==> config.mk <==
export PLATFORM = sky130hd
export DESIGN_NAME = alu_operand_stage
export DESIGN_NICKNAME = d
export VERILOG_FILES = /design/src/rtl/alu_operand_stage.sv
export SDC_FILE = /design/constraint.sdc
export NUM_CORES = 1
export LEC_CHECK = 0
export ABC_AREA = 0
export BUFFER_PORTS_ARGS = -buffer_cell sky130_fd_sc_hd__buf_4
export CORE_ASPECT_RATIO = 2
export CORE_MARGIN = 2
export CORE_UTILIZATION = 26
export DETAILED_ROUTE_END_ITERATION = 7
export HOLD_SLACK_MARGIN = 0.05
export PLACE_DENSITY = 0.56
export REMOVE_ABC_BUFFERS = 1
export SYNTH_ARGS = -nofsm -noshare
export SYNTH_HDL_FRONTEND = slang
export SYNTH_SLANG_ARGS = --single-unit
==> constraint.sdc <==
create_clock -name clk -period 2.96 [get_ports clk]
set_clock_uncertainty 0.2 [all_clocks]
set_input_delay 0.592 -clock clk [delete_from_list [all_inputs] [get_ports clk]]
set_output_delay 0.592 -clock clk [all_outputs]
set_load 0.01 [all_outputs]
==> src/rtl/alu_operand_stage.sv <==
// ALU operand-B stage: selects register, shift amount or extended immediate,
// forwards EX/WB results at acceptance, and buffers operands in a 2-entry skid FIFO.
module alu_operand_stage #(
  parameter int DATA_W  = 32,
  parameter int IMM_W   = 16,
  parameter int SHAMT_W = 5,
  parameter int REG_AW  = 5,
  parameter int STALL_W = 16
) (
  input  logic               clk,
  input  logic               rst_n,
  input  logic               flush,
  input  logic               in_valid,
  output logic               in_ready,
  input  logic [1:0]         sel,
  input  logic [DATA_W-1:0]  regt,
  input  logic [REG_AW-1:0]  rt_addr,
  input  logic [SHAMT_W-1:0] shamt,
  input  logic [IMM_W-1:0]   imm,
  input  logic               ex_wr_en,
  input  logic [REG_AW-1:0]  ex_wr_addr,
  input  logic [DATA_W-1:0]  ex_wr_data,
  input  logic               wb_wr_en,
  input  logic [REG_AW-1:0]  wb_wr_addr,
  input  logic [DATA_W-1:0]  wb_wr_data,
  output logic               out_valid,
  input  logic               out_ready,
  output logic [DATA_W-1:0]  outp,
  output logic [1:0]         out_fwd,
  output logic [STALL_W-1:0] stall_cnt
);

  typedef enum logic [1:0] {
    ST_EMPTY = 2'd0,
    ST_ONE   = 2'd1,
    ST_FULL  = 2'd2
  } state_e;

  localparam logic [1:0] FWD_NONE = 2'b00;
  localparam logic [1:0] FWD_EX   = 2'b01;
  localparam logic [1:0] FWD_WB   = 2'b10;

  function automatic logic [DATA_W-1:0] sext_imm(input logic [IMM_W-1:0] v);
    sext_imm = {{(DATA_W-IMM_W){v[IMM_W-1]}}, v};
  endfunction

  function automatic logic [DATA_W-1:0] zext_imm(input logic [IMM_W-1:0] v);
    zext_imm = {{(DATA_W-IMM_W){1'b0}}, v};
  endfunction

  function automatic logic [DATA_W-1:0] zext_shamt(input logic [SHAMT_W-1:0] v);
    zext_shamt = {{(DATA_W-SHAMT_W){1'b0}}, v};
  endfunction

  state_e              state_q, state_d;
  logic [DATA_W-1:0]   head_q, head_d;
  logic [1:0]          head_fwd_q, head_fwd_d;
  logic [DATA_W-1:0]   skid_q, skid_d;
  logic [1:0]          skid_fwd_q, skid_fwd_d;
  logic [STALL_W-1:0]  stall_q, stall_d;

  logic [DATA_W-1:0]   opnd_s;
  logic [1:0]          fwd_s;
  logic                push_s;
  logic                pop_s;
  logic                ex_hit_s;
  logic                wb_hit_s;

  assign in_ready  = (state_q != ST_FULL);
  assign out_valid = (state_q != ST_EMPTY);
  assign outp      = head_q;
  assign out_fwd   = head_fwd_q;
  assign stall_cnt = stall_q;

  assign push_s = in_valid && in_ready;
  assign pop_s  = out_valid && out_ready;

  // Register 0 is hardwired, so a write to it must never be forwarded.
  assign ex_hit_s = ex_wr_en && (ex_wr_addr == rt_addr) && (rt_addr != {REG_AW{1'b0}});
  assign wb_hit_s = wb_wr_en && (wb_wr_addr == rt_addr) && (rt_addr != {REG_AW{1'b0}});

  // Operand formation: select, extend and forward the incoming request.
  always_comb begin
    opnd_s = regt;
    fwd_s  = FWD_NONE;
    case (sel)
      2'b01: opnd_s = zext_shamt(shamt);
      2'b10: opnd_s = sext_imm(imm);
      2'b11: opnd_s = zext_imm(imm);
      2'b00: begin
        if (ex_hit_s) begin
          opnd_s = ex_wr_data;
          fwd_s  = FWD_EX;
        end else if (wb_hit_s) begin
          opnd_s = wb_wr_data;
          fwd_s  = FWD_WB;
        end else begin
          opnd_s = regt;
          fwd_s  = FWD_NONE;
        end
      end
      default: begin
        opnd_s = regt;
        fwd_s  = FWD_NONE;
      end
    endcase
  end

  // FIFO next-state: head feeds the output registers, skid holds the second entry.
  always_comb begin
    state_d    = state_q;
    head_d     = head_q;
    head_fwd_d = head_fwd_q;
    skid_d     = skid_q;
    skid_fwd_d = skid_fwd_q;
    if (flush) begin
      state_d = ST_EMPTY;
    end else begin
      case (state_q)
        ST_EMPTY: begin
          if (push_s) begin
            state_d    = ST_ONE;
            head_d     = opnd_s;
            head_fwd_d = fwd_s;
          end else begin
            state_d = ST_EMPTY;
          end
        end
        ST_ONE: begin
          if (push_s && pop_s) begin
            head_d     = opnd_s;
            head_fwd_d = fwd_s;
          end else if (push_s) begin
            state_d    = ST_FULL;
            skid_d     = opnd_s;
            skid_fwd_d = fwd_s;
          end else if (pop_s) begin
            state_d = ST_EMPTY;
          end else begin
            state_d = ST_ONE;
          end
        end
        ST_FULL: begin
          if (pop_s) begin
            state_d    = ST_ONE;
            head_d     = skid_q;
            head_fwd_d = skid_fwd_q;
          end else begin
            state_d = ST_FULL;
          end
        end
        default: state_d = ST_EMPTY;
      endcase
    end
  end

  // Saturating backpressure counter; only reset clears it.
  always_comb begin
    stall_d = stall_q;
    if (out_valid && !out_ready && (stall_q != {STALL_W{1'b1}})) begin
      stall_d = stall_q + {{(STALL_W-1){1'b0}}, 1'b1};
    end else begin
      stall_d = stall_q;
    end
  end

  // State and data registers.
  always_ff @(posedge clk or negedge rst_n) begin
    if (!rst_n) begin
      state_q    <= ST_EMPTY;
      head_q     <= {DATA_W{1'b0}};
      head_fwd_q <= FWD_NONE;
      skid_q     <= {DATA_W{1'b0}};
      skid_fwd_q <= FWD_NONE;
      stall_q    <= {STALL_W{1'b0}};
    end else begin
      state_q    <= state_d;
      head_q     <= head_d;
      head_fwd_q <= head_fwd_d;
      skid_q     <= skid_d;
      skid_fwd_q <= skid_fwd_d;
      stall_q    <= stall_d;
    end
  end

endmodule

======== Word-level counts from Yosys, hierarchy flattened ========
Cells that the tools add are included.
W data, S select, Z words.
operators by class
  add/sub/neg operators ................... 1
  equal/unequal tests ..................... 13
  multiplexer cells ....................... 21
  bitwise operators ....................... 2
  reduce and logical (&&, ||, !) cells .... 17
operators with widths
  cell                     number
  $mux W32                 5
  $pmux W32 S4             1
  $pmux W32 S3             1
  $mux W2                  10
  $add A16 B1 Y16 const B  1
  $ne A16 B16 Y1 const B   1
  $pmux W2 S3              2
  $eq A5 B5 Y1             2
  $logic_and A1 B1 Y1      9
  $ne A2 B2 Y1 const B     4
  $eq A2 B2 Y1 const B     3
  $reduce_and A5 Y1        1
  $reduce_bool A5 Y1       1
  $eq A2 B1 Y1 const B     2
  $logic_not A2 Y1         2
  $reduce_and A4 Y1        1
  $ne A3 B3 Y1 const B     1
  $reduce_bool A3 Y1       1
  $mux W1                  2
  $not A1 Y1               2
  $reduce_bool A2 Y1       1
  $logic_not A1 Y1         1
storage, ports and cells
  register bits ........................... 86
  input bits .............................. 141
  output and inout bits ................... 52
  logic and storage cells ................. 60

======== Depth between registers and ports, before layout ========
  depth after elaboration ................. 8
  mapped depth ............................ 8
  depth with buffers taken out ............ 7

======== Worst setup path after synthesis ========
No wires, ideal clock.
  kind .................................... in2reg
  start ................................... in rt_addr[3]
  end ..................................... reg skid_q[6]
  library setup time ...................... 0.141 ns
  data arrival time ....................... 2.334 ns
  required time ........................... 2.619 ns
  setup slack ............................. 0.285 ns
  stages on the path ...................... 8
  buffers on the path ..................... 2
  cells stage by stage .................... nor2b_1 a221o_1 or4_4 buf_6 buf_6 mux2_4 a22oi_2 a31oi_1
between the ends
  word-level cells in the longest chain between the ends .. 6
  elaborated cells on any way between the ends .. 10
  those cells by class .................... eq/ne: 2; mux: 3; reduce/logical: 5
ends and longest elaborated chain
  item                               RTL line  text
  from (decl)                        17        input logic [REG_AW-1:0] rt_addr,
  $eq A5 B5 Y1                       80        assign wb_hit_s = wb_wr_en && (wb_wr_addr == rt_addr) && (rt_addr != {REG_AW{1'b0}});
  $logic_and A1 B1 Y1 (2 in series)  80
  $mux W32                           94        end else if (wb_hit_s) begin
  $mux W32 (*)                       91        if (ex_hit_s) begin
  $pmux W32 S4 (*)                   86        case (sel)
  to (signal assigned)               173       skid_q <= {DATA_W{1'b0}};
  to (signal assigned)               180       skid_q <= skid_d;
  to (decl)                          58        logic [DATA_W-1:0] skid_q, skid_d;
Every way passes the cells marked *; elsewhere a longest branch is shown, timed or not.
A chain may end at the register's enable or synchronous reset.

======== Worst setup path in the final report ========
  start ................................... reg state_q[1]
  end ..................................... out in_ready
between the ends
  word-level cells in the longest chain between the ends .. 1
ends and longest elaborated chain
  item                    RTL line  text
  from (decl)             55        state_e state_q, state_d;
  from (signal assigned)  177       state_q <= state_d;
  $ne A2 B2 Y1            69        assign in_ready = (state_q != ST_FULL);
  to (decl)               14        output logic in_ready,
No other way between the ends.

==> impl_metrics.py <==
metrics = {
    "worst_setup_path": {
        "critPathKind": "reg2out",
        "crit_chain": "nor2b_1, buf_4, inv_1, buf_4, buf_4",
        "start_kind": "flip-flop",
        "cp_top_family": "buffers and inverters",
        "cp_num_buf_inv": 4,
        "crit_arrival_ns": 1.77,
        "cpPeakStageDelay_ns": 0.40,
        "slowest_stage": "dfrtp_1",
        "required_ns": 2.17,
        "critPathCaptureType": "primary output",
        "cpMostUsedCell": "buf_4",
        "crit_fanout": 27,
    },
    "clock_tree": {
        "clock_latency_ns": 0.34,
        "htree_levels": 3,
        "numCtsBuffers": 9,
        "cts-root-buf": "clkbuf_16",
        "clk_pin_slew_ns": 0.06,
        "hold_buffers": 0,
        "cts_tree": "built",
        "cts_setup_buffers": 0,
        "cts-resized-gates": 0,
        "clock_path_buffers": 2,
        "clkSinkCount": 86,
    },
    "synthesis": {
        "synth.distinct_cells": 45,
        "syn_area_per_cell_um2": 9.712,
        "synth_edf_count": 0,
        "yosys_most_used_dff": "dfrtp_1",
        "yosysTopAreaCell": "dfrtp_1",
        "synth.most_common_cell": "dfrtp_1",
        "synth.cell_area_um2": 4817,
        "ys_warn_count": 0,
        "yosysTopAreaCellShare_pct": 44.68,
        "synth_common_cells": "dfrtp_1 (86), a31oi_1 (62), nand2_1 (53), nor2_1 (43), o21ai_0 (37)",
        "syn-instance-count": 496,
        "synth-seq-area-share_pct": 44.68,
        "synth.area.top_cells": "dfrtp_1 (45%), mux2_4 (8.4%), a31oi_1 (8.1%)",
        "ys_ff_latch": 86,
        "async_reset_ff_share_pct": 100.0,
    },
    "global_routing": {
        "grt.total_usage_pct": 16.76,
        "grt_remaining_overflow": 0,
        "grt_pass1_vias": 5043,
        "antenna_found_initial": 0,
        "grt_max_degree": 58,
        "grt_pass1_wl_um": 25630,
    },
    "power_and_ir_drop": {
        "peakVddDrop_mv": 0.2647,
        "power_density_nw_per_um2": 550.1,
        "p_leak_nw": 3.133,
    },
    "route": {
        "avgRoutedWirePerCell_um": 17.99,
        "drtIter0Drc": 224,
        "highest_layer": "met4",
        "m1WireLength_um": 5822,
        "postRouteAntennaNets": 0,
        "route.detailed.drc": 0,
        "met2_length_um": 9449,
        "dr_wl_met3_um": 668,
        "first_pass_iters": 5,
        "vias": 4602,
        "drt_wl_total_um": 16370,
        "viasPerCell": 5.057,
    },
    "placement": {
        "hpwl_um": 12290,
        "placed_cells": 894,
        "gp_congestion": 0.8069,
        "io_buffers": 192,
    },
    "sta": {
        "period_needed_ns": 2.567,
        "fin_crit_sh_pct": 86.72,
        "tightest_slew_ns": 0.6653,
        "grt_setup_unrepaired": "false",
        "holdWs_ns": 0.09229,
        "clock.fmax_mhz": 389.6,
        "setup_viol": 0,
        "drv_slew": 0,
        "relSlewSlack_pct": 55.65,
        "hold_viol_final": 0,
        "setup_tns_ns": 0,
    },
    "layout": {
        "fillCellCount": 1845,
        "stdcell_count": 910,
        "final_nets": 831,
        "insertedDiodeCount": 0,
        "area_growth_syn_to_layout_pct": 45.40,
        "drive_gt1_share_pct": 42.51,
    },
    "floorplanning": {
        "rows": 70,
        "die_h_um": 196.5,
        "die_x_um": 100.3,
        "start_util_pct": 26.44,
        "die-area_um2": 19700,
        "io-pin-count": 193,
        "coreArea_um2": 18220,
    },
    "hold_path": {
        "hold_path.class": "in2async",
    },
    "flow_run": {
        "maxCapViolations": 0,
    },
    "status": {
        "status": "finished clean",
    },
}
per-layer routing:
layer	vias up	track usage (%)
li1	2205	-
met1	2233	16.47
met5	-	0
met2	141	33.53
met4	0	7.255
met3	23	2.163
sequential cells by signal (all words and copies together) (netlist names):
register	count
skid_q	32
out_fwd	2
state_q	2
stall_cnt	16
skid_fwd_q	2
outp	32
final cells by class:
class / count / area [um2] / area share [%]
multi-input cells: 371 / 2510 / 35.83
flip-flops and latches: 86 / 2152 / 30.73
repair buffers: 215 / 1714 / 24.47
clock buffers: 13 / 270.3 / 3.859
well taps: 216 / 270.3 / 3.859
clock inverters: 3 / 65.06 / 0.9289
inverters: 6 / 22.52 / 0.3215
kinds of logic after synthesis:
logic type / after synthesis / synth area share (%)
AOI/OAI and AO/OA: 152 / 21.35
xor gates and xnor gates: 22 / 4.000
adders and majority gates: 1 / 0.2597
buffers and inverters: 39 / 3.896
DFF: 86 / 44.68
muxes: 31 / 9.325
and+or+nand+nor: 165 / 16.49
path summary, 6_finish.rpt:
| check | slack, ns | from | endpoint | cells after the start |
|---|---|---|---|---|
| worst max-delay path | 0.39 | state_q[1] | in_ready | 5 |
| worst min-delay path | 0.09 | rst_n | skid_q[29] | 1 |
| worst max register to register | 0.66 | stall_cnt[0] | stall_cnt[15] | 7 |
| worst min register to register | 0.29 | stall_cnt[10] | stall_cnt[10] | 1 |
| max in group asynchronous | 1.69 | rst_n | stall_cnt[6] | 2 |
| min in group clk | 0.24 | out_ready | state_q[1] | 2 |
placed cells by master (no fill, tap or decap), types with 6 or more instances in the layout:
cell and instances:
nand4_1 6, a31oi_1 62, a22oi_2 7, or3_1 30, o21ai_0 37, mux2_4 27, buf_12 8, nor2_1 41
buf_4 207, clkbuf_16 9, xor2_1 10, xnor2_1 12, nand2_1 53, nand3_1 6, a21oi_2 20, dfrtp_1 86
inv_1 6
power breakdown:
| group | switching [mW] | leakage, nW | internal (mW) |
|---|---|---|---|
| clock | 0.456 | 0.166 | 0.808 |
| combinational | 0.456 | 1.93 | 0.526 |
| sequential | 0.167 | 1.04 | 1.44 |
| total | 1.08 | 3.13 | 2.77 |
stage by stage:
step / setup WS, ns / total power [mW] / utilization (%) / cell area, um2
after detailed placement: 0.03157 / 2.620 / 36.61 / 6669
after floorplan: -2.253 / 2.056 / - / 4652
final: 0.3932 / 3.853 / 38.45 / 7004
after global routing: 0.2526 / 4.066 / 38.45 / 7004
after global placement: 0.09302 / 2.583 / 36.61 / 6669
after CTS: 0.3739 / 3.898 / 38.45 / 7004
worst reg2reg max path, delay by kind of cell, from the launching register on:
kind / cells / cell delay [ns]
AOI/OAI and AO/OA: 1 / 0.21
xor gates and xnor gates: 1 / 0.15
adders and majority gates: 1 / 0.24
DFF: 1 / 0.42
and+or+nand+nor: 4 / 0.97
Power figures use the tool's default switching activity.
